===== src/rtl/hazard_int_ctrl_pkg.sv =====
// Shared definitions for the hazard/interrupt sequencer.
// Holds the interrupt FSM state encoding, the register-field width and the
// $26 return-address register number used by the interrupt pseudo-instruction.
package hazard_int_ctrl_pkg;

    localparam int unsigned REG_W = 5;

    // Register that receives the return PC on interrupt entry ($k0 / $26).
    localparam logic [REG_W-1:0] RET_REG = REG_W'(26);

    typedef enum logic [1:0] {
        ST_IDLE  = 2'd0,
        ST_PEND  = 2'd1,
        ST_GUARD = 2'd2
    } int_state_e;

endpackage


===== src/rtl/hazard_int_ctrl_irq_edge_sync.sv =====
// IRQ conditioning: optional two-flop synchroniser followed by a rising-edge
// detector producing a one-cycle pulse.
// Configuration macro: IRQ_SYNC_EN (defined -> synchroniser inserted).
// Ports:
//   CLK, Reset_n  : core clock, async active-low reset
//   irq           : raw interrupt request level
//   irq_rise_c    : combinational one-cycle pulse on a rising edge of irq_s
module hazard_int_ctrl_irq_edge_sync (
    input  logic CLK,
    input  logic Reset_n,
    input  logic irq,
    output logic irq_rise_c
);

    logic irq_s;
    logic irq_q;
    logic irq_d;

`ifdef IRQ_SYNC_EN
    logic sync1_q;
    logic sync1_d;
    logic sync2_q;
    logic sync2_d;

    // Two-stage synchroniser for requests from asynchronous peripherals.
    always_comb begin
        sync1_d = irq;
        sync2_d = sync1_q;
    end

    always_ff @(posedge CLK or negedge Reset_n) begin
        if (!Reset_n) begin
            sync1_q <= 1'b0;
            sync2_q <= 1'b0;
        end else begin
            sync1_q <= sync1_d;
            sync2_q <= sync2_d;
        end
    end

    assign irq_s = sync2_q;
`else
    assign irq_s = irq;
`endif

    // Previous-cycle copy for edge detection.
    assign irq_d = irq_s;

    always_ff @(posedge CLK or negedge Reset_n) begin
        if (!Reset_n) begin
            irq_q <= 1'b0;
        end else begin
            irq_q <= irq_d;
        end
    end

    assign irq_rise_c = irq_s & ~irq_q;

endmodule


===== src/rtl/hazard_int_ctrl.sv =====
// Pipeline hazard and interrupt sequencer for the 5-stage MIPS core.
// Detects load-use hazards, branch/jump redirects and external interrupts,
// and drives the IF/ID and ID/EX flush/protect controls plus PC enable.
// Hazard outputs are combinational from inputs and state (same-cycle).
// Configuration macro: IRQ_SYNC_EN (adds a two-flop IRQ synchroniser).
// Ports:
//   CLK, Reset_n            : core clock, async active-low reset
//   IRQ                     : level interrupt request
//   ID_rs, ID_rt, ID_UsesRt : ID-stage source registers / rt-read flag
//   ID_Jump, ID_Super       : ID jump, ID supervisor mode (masks interrupts)
//   EX_MemRd, EX_rt         : EX load and its destination
//   EX_BranchTaken          : branch resolved taken in EX
//   PC_Write, IF_Flush, IF_Protect, ID_Flush : pipeline controls
//   Int_Take, Int_Ack       : interrupt take / acknowledge (one cycle)
//   branchBeforeInter(2)    : return-PC adjust select on the take cycle
module hazard_int_ctrl
    import hazard_int_ctrl_pkg::*;
(
    input  logic             CLK,
    input  logic             Reset_n,
    input  logic             IRQ,
    input  logic [REG_W-1:0] ID_rs,
    input  logic [REG_W-1:0] ID_rt,
    input  logic             ID_UsesRt,
    input  logic             ID_Jump,
    input  logic             ID_Super,
    input  logic             EX_MemRd,
    input  logic [REG_W-1:0] EX_rt,
    input  logic             EX_BranchTaken,
    output logic             PC_Write,
    output logic             IF_Flush,
    output logic             IF_Protect,
    output logic             ID_Flush,
    output logic             Int_Take,
    output logic             branchBeforeInter,
    output logic             branchBeforeInter2,
    output logic             Int_Ack
);

    int_state_e state_q;
    int_state_e state_d;
    logic       id_bubble_q;
    logic       id_bubble_d;
    logic       pend_next_q;
    logic       pend_next_d;
    logic       irq_rise_c;
    logic       load_use_c;
    logic       take_c;

    hazard_int_ctrl_irq_edge_sync u_irq_edge_sync (
        .CLK        (CLK),
        .Reset_n    (Reset_n),
        .irq        (IRQ),
        .irq_rise_c (irq_rise_c)
    );

    // Load in EX whose destination feeds the ID instruction ($0 never hazards).
    assign load_use_c = EX_MemRd & (EX_rt != '0) &
                        ((EX_rt == ID_rs) | (ID_UsesRt & (EX_rt == ID_rt)));

    // Interrupt can only enter when ID is user code and nothing outranks it.
    assign take_c = (state_q == ST_PEND) & ~ID_Super & ~EX_BranchTaken & ~load_use_c;

    // ID holds a squashed slot next cycle whenever IF/ID is flushed now.
    assign id_bubble_d = IF_Flush;

    // State register.
    always_ff @(posedge CLK or negedge Reset_n) begin
        if (!Reset_n) begin
            state_q     <= ST_IDLE;
            id_bubble_q <= 1'b0;
            pend_next_q <= 1'b0;
        end else begin
            state_q     <= state_d;
            id_bubble_q <= id_bubble_d;
            pend_next_q <= pend_next_d;
        end
    end

    // Next-state logic. A new edge during GUARD is remembered so it is not lost.
    always_comb begin
        state_d     = state_q;
        pend_next_d = 1'b0;
        case (state_q)
            ST_IDLE: begin
                if (irq_rise_c) state_d = ST_PEND;
            end
            ST_PEND: begin
                if (take_c) state_d = ST_GUARD;
            end
            ST_GUARD: begin
                pend_next_d = pend_next_q | irq_rise_c;
                if (ID_Super) begin
                    state_d     = (pend_next_q | irq_rise_c) ? ST_PEND : ST_IDLE;
                    pend_next_d = 1'b0;
                end
            end
            default: state_d = ST_IDLE;
        endcase
    end

    // Output logic in priority order: branch > take > load-use > jump > run.
    always_comb begin
        PC_Write           = 1'b1;
        IF_Flush           = 1'b0;
        IF_Protect         = 1'b0;
        ID_Flush           = 1'b0;
        Int_Take           = 1'b0;
        Int_Ack            = 1'b0;
        branchBeforeInter  = 1'b0;
        branchBeforeInter2 = 1'b0;
        if (EX_BranchTaken) begin
            IF_Flush = 1'b1;
            ID_Flush = 1'b1;
        end else if (take_c) begin
            Int_Take           = 1'b1;
            Int_Ack            = 1'b1;
            IF_Flush           = 1'b1;
            // A squashed ID slot has no valid PC; return via IF_PCplus4 instead.
            branchBeforeInter2 = id_bubble_q;
            branchBeforeInter  = ~id_bubble_q;
        end else if (load_use_c) begin
            PC_Write   = 1'b0;
            IF_Protect = 1'b1;
            ID_Flush   = 1'b1;
        end else if (ID_Jump) begin
            IF_Flush = 1'b1;
        end
    end

endmodule


===== config.mk =====
export PLATFORM = sky130hd
export DESIGN_NAME = hazard_int_ctrl
export DESIGN_NICKNAME = d
export VERILOG_FILES = /design/src/rtl/hazard_int_ctrl_pkg.sv /design/src/rtl/hazard_int_ctrl_irq_edge_sync.sv /design/src/rtl/hazard_int_ctrl.sv
export SDC_FILE = /design/constraint.sdc
export NUM_CORES = 1
export LEC_CHECK = 0
export ABC_AREA = 1
export CORE_AREA = 10 10 47 49
export CTS_BUF_LIST = sky130_fd_sc_hd__clkbuf_4
export CTS_CLUSTER_SIZE = 40
export DETAILED_ROUTE_END_ITERATION = 8
export DIE_AREA = 0 0 57 59
export PLACE_DENSITY = 0.8
export RECOVER_POWER = 25
export SLEW_MARGIN = 5
export SYNTH_ARGS = -nofsm -noshare
export SYNTH_HDL_FRONTEND = slang
export SYNTH_SLANG_ARGS = --single-unit

===== constraint.sdc =====
create_clock -name CLK -period 2.57 [get_ports CLK]
set_input_delay 0.514 -clock CLK [delete_from_list [all_inputs] [get_ports CLK]]
set_output_delay 0.514 -clock CLK [all_outputs]
set_load 0.01 [all_outputs]

Yosys cells after proc, flatten, opt, wreduce, memory -nomap -nowiden
Cells that the tools add are included.
W data, S select, Z words.
{"block": "totals", "n_memories": 0, "romBits": 0, "register_bits": 5, "ramBits": 0, "input_bits": 23, "latchBits": 0, "elab_cells": 52, "out_inout_bits": 8}
{"block": "op_classes", "n_shift": 0, "mul": 0, "n_mux": 24, "bitwise": 14, "order_cmp": 0, "n_reduce_logical": 3, "div": 0, "addsub": 0, "eq_ne": 7}
{"op": "$mux W1", "count": 20}
{"op": "$eq A5 B5 Y1", "count": 2}
{"op": "$and A1 B1 Y1", "count": 7}
{"op": "$mux W2", "count": 3}
{"op": "$ne A2 B2 Y1 const B", "count": 3}
{"op": "$pmux W2 S3", "count": 1}
{"op": "$not A1 Y1", "count": 5}
{"op": "$reduce_bool A5 Y1", "count": 1}
{"op": "$reduce_and A3 Y1", "count": 1}
{"op": "$eq A2 B1 Y1 const B", "count": 1}
{"op": "$eq A2 B2 Y1 const B", "count": 1}
{"op": "$logic_not A2 Y1", "count": 1}
{"op": "$or A1 B1 Y1", "count": 2}

Longest topological paths before layout
{"block": "logic_depth", "word_depth": 8, "ltp_mapped": 10, "depth_no_buf": 10}

By module
From an unflattened synthesis, not the netlist that was laid out.
{"block": "hier_totals", "cells_unflattened": 86, "hier_area_um2": 471.7}
{"module": "hazard_int_ctrl", "area_each_um2": 436.7, "n_inst": 1, "cells_each": 83, "seq_area_each_um2": 100.1}
{"module": "hazard_int_ctrl_irq_edge_sync", "area_each_um2": 35.0, "n_inst": 1, "cells_each": 3, "seq_area_each_um2": 25.0}

Worst setup path before layout
No wires, ideal clock.
{"block": "synth_path", "path_kind": "input to output", "start": "input EX_rt[1]", "end": "output PC_Write", "stages": 9, "t_required_ps": 2056, "path_buffers": 0, "path_slack_ps": 803, "arrival_time_ps": 1253, "cell_sequence": "inv_1 -> nand2_1 -> nand2_1 -> nor2_1 -> nand3_1 -> nand2_1 -> nand2_2 -> nor2_1 -> inv_1"}
{"block": "synth_between", "elab_chain_len": 8, "elab_cells_between_ends": 12, "classes_between": "2 x eq/ne; 3 x mux; 6 x bitwise; 1 x reduce/logical"}
{"element": "from (decl)", "line": "hazard_int_ctrl.sv:28", "rtl": "input logic [REG_W-1:0] EX_rt,"}
{"element": "$eq A5 B5 Y1", "line": "hazard_int_ctrl.sv:59", "rtl": "((EX_rt == ID_rs) | (ID_UsesRt & (EX_rt == ID_rt)));"}
{"element": "$and A1 B1 Y1", "line": "hazard_int_ctrl.sv:59"}
{"element": "$or A1 B1 Y1", "line": "hazard_int_ctrl.sv:59"}
{"element": "$and A1 B1 Y1 *", "line": "hazard_int_ctrl.sv:58", "rtl": "assign load_use_c = EX_MemRd & (EX_rt != '0) &"}
{"element": "$not A1 Y1", "line": "hazard_int_ctrl.sv:62", "rtl": "assign take_c = (state_q == ST_PEND) & ~ID_Super & ~EX_BranchTaken & ~load_use_c;"}
{"element": "$and A1 B1 Y1", "line": "hazard_int_ctrl.sv:62"}
{"element": "$mux W1 *", "line": "hazard_int_ctrl.sv:115", "rtl": "end else if (take_c) begin"}
{"element": "$mux W1 *", "line": "hazard_int_ctrl.sv:112", "rtl": "if (EX_BranchTaken) begin"}
{"element": "to (decl)", "line": "hazard_int_ctrl.sv:30", "rtl": "output logic PC_Write,"}
Every way passes the cells marked *; elsewhere a longest branch is shown, timed or not.

Final worst setup path
Ends and elaborated chain as after synthesis.

==> results.sh <==
export IMPL_postCtsSetupBuffers=0
export IMPL_r2r_end="state_q[0]"
export IMPL_worst_hold_startpoint="pend_next_q"
export IMPL_synthesis_instances=87
export IMPL_synth_area_per_cell_um2=5.465
export IMPL_period_needed_ns=2.466
export IMPL_clk_insertion_delay_late_ns=0.25
export IMPL_clk_sinks=5
export IMPL_rrSetupSlack_ns=1.36
export IMPL_antenna_diode_count=0
export IMPL_final_setup_viol_count=0
export IMPL_timing_hold_worst_path_depth=2
export IMPL_detailroute_via_count=584
export IMPL_worstRegToRegCells=7
export IMPL_critical_path_required_ns=2.06
export IMPL_total_area_of_sequential_cells_um2=125.1
export IMPL_layout_commonest_cell="nand2_1"
export IMPL_drt_pass1_iter_count=4
export IMPL_slew_violations=0
export IMPL_grt_start_max_net_pins=6
export IMPL_die_h_um=59
export IMPL_design_core_area_um2=1401
export IMPL_wl_met2_um=670
export IMPL_synth_yosys_seq_area_share_pct=26.32
export IMPL_post_route_worst_setup_slack_ns=0.1044
export IMPL_grt_setup_unrepaired="yes"
export IMPL_min_delay_worst_endpoint="pend_next_q"
export IMPL_num_io_pins=31
export IMPL_first_global_vias=627
export IMPL_final_period_utilization_pct=95.94
export IMPL_routedLengthMet1_um=599
export IMPL_nNetsFinal=145
export IMPL_syn_num_nets=110
export IMPL_row_count=14
export IMPL_detailroute_wirelength_met3_um=122
export IMPL_cts_htree_levels=1
export IMPL_final_util_pct=59.11
export IMPL_share_of_cells_above_drive_strength_1_pct=12.40
export IMPL_grt_antenna_before_repair=0
export IMPL_vdd_drop_max_mv=0.1498
export IMPL_drc_errors=0
export IMPL_cts_hold_repair_buffers=0
export IMPL_cp_arrival_ns=1.95
export IMPL_total_power_mw=0.3629
export IMPL_power_leakage_nw=0.5137
export IMPL_maximum_buffer_depth_of_the_clock_tree=2
export IMPL_dieWidth_um=57
export IMPL_highest_layer="met4"
export IMPL_yosysUniqueCellTypes=15
export IMPL_dp_slack_ns=-0.2024
export IMPL_ys_warnings_count=0
export IMPL_start_util_pct=33.93
export IMPL_grt_overflow=0
export IMPL_ctsResizeCount=8
export IMPL_min_path_type="register to register"
export IMPL_worst_rel_slew_slack_pct=83.81
export IMPL_hpwlAfterDp_mm=1.267
export IMPL_routabilityCongestion=0.7538
export IMPL_worst_setup_path_type="primary input to output port"
export IMPL_postRouteWirelength_mm=1.430
export IMPL_hold_viol=0
export IMPL_drt_antenna_violating_nets=0
export IMPL_multi_input_area_um2=261.5
export IMPL_tritoncts="built"
export IMPL_avgViaCountPerCell=4.263
export IMPL_grt_pass1_wl_mm=2.387
export IMPL_outcome="completed"
export IMPL_port_buffer_count=30
export IMPL_fillerInstances=160
export IMPL_area_growth_synth_to_final_pct=74.21
export IMPL_mostFrequentLayoutCells="nand2_1, inv_1, clkdlybuf4s50_1, nor2_1, dfrtp_1"
export IMPL_ys_ff_latch=5
export IMPL_worstSetupEndpointType="output port"
export IMPL_cp_start_kind="primary input"
export IMPL_clk_transition_reported_paths_ns=0.04
export IMPL_maxClockFrequency_mhz=405.6
export IMPL_finClkSkew_ns=0.004354
export IMPL_path_max_fanout=4
export IMPL_worst_slew_pin_slew_ns=0.2420
export IMPL_drt_iter0_drcs=12
export IMPL_routed_length_per_instance_um=10.44
export IMPL_die_area_um2=3363
export IMPL_pwr_density_cell_nw_per_um2=438.1
export IMPL_ctsRootBufferMaster="clkbuf_4"
export IMPL_r2r_start="state_q[1]"
export IMPL_max_cap_viol=0
export IMPL_cts_buffers_inserted=3
export IMPL_total_routing_usage_gr_pct=8.522
export IMPL_synth_cell_area_um2=475.5
-- cell families after synthesis --
kind of cell | Yosys count | synth area share [%]
and+or+nand+nor | 52 | 45.26
buffers and inverters | 24 | 19.74
AOI/OAI and AO/OA | 5 | 6.842
DFF | 5 | 26.32
xor gates and xnor gates | 1 | 1.842
-- flip-flops by register name, indices dropped and copies added (netlist names) --
name / flops
id_bubble_q: 1
pend_next_q: 1
state_q: 2
u_irq_edge_sync.irq_q: 1
-- layout make-up --
cell class / count / share of cell area (%)
repair buffers: 31 / 36.86
clock buffers: 4 / 3.625
well taps: 16 / 2.417
multi-input cells: 58 / 31.57
inverters: 23 / 10.42
flip-flops and latches: 5 / 15.11
-- layer usage --
layer / up-vias / global-route usage [%]
met5: - / 0
met4: 0 / 5.034
met3: 5 / 3.648
met2: 29 / 15.35
met1: 233 / 7.850
li1: 317 / -
-- per-stage QoR --
step,hold slack (ns),TNS [ns],cell area (um^2),std cells
after global placement,0.4607,-0.9364,795.8,133
final,0.4848,0,828.3,137
after global routing,0.5106,-0.02800,828.3,137
after detailed placement,0.4808,-1.170,795.8,133
after CTS,0.4906,0,815.8,137
after floorplan,0.2184,0,475.5,87
-- Yosys cell counts --
cell     number  area [um^2]
nand2_4       1        11.26
a211o_1       1        8.760
buf_4         1        7.510
nor2_1       11        41.29
nand2_2       2        12.51
inv_2         3        11.26
a21oi_2       1        8.760
a21oi_1       1        5.000
o21ai_0       2        10.01
xnor2_1       1        8.760
inv_1        20        75.07
dfrtp_1       5        125.1
nand2_1      33        123.9
nand4_1       1        6.260
nand3_1       4        20.02
-- report_power, final --
part	switching [mW]	internal [mW]	total [mW]
clock network	0.0347	0.0694	0.104
registers	0.00884	0.0935	0.102
logic	0.0773	0.0792	0.156
-- critical path, cell delays in order --
cell and delay (ns):
clkdlybuf4s50_1 0.49, inv_1 0.07, nand2_1 0.06, nand2_1 0.05
nor2_1 0.11, nand3_1 0.08, nand2_1 0.08, nand2_2 0.09
nor2_2 0.10, inv_1 0.04, dlygate4sd2_1 0.27
-- how the worst max path moves through the flow --
stage | end | from | slack [ns] | depth (start not counted)
after global placement | IF_Protect | EX_rt[0] | -0.17 | 10
final | PC_Write | EX_rt[1] | 0.10 | 11
after CTS | IF_Flush | EX_rt[0] | 0.01 | 11
after global routing | PC_Write | EX_rt[1] | -0.03 | 11
after detailed placement | IF_Protect | EX_rt[0] | -0.20 | 10
after floorplan | PC_Write | EX_rt[1] | 0.80 | 9
No activity file was read; power rests on OpenSTA's default activity.
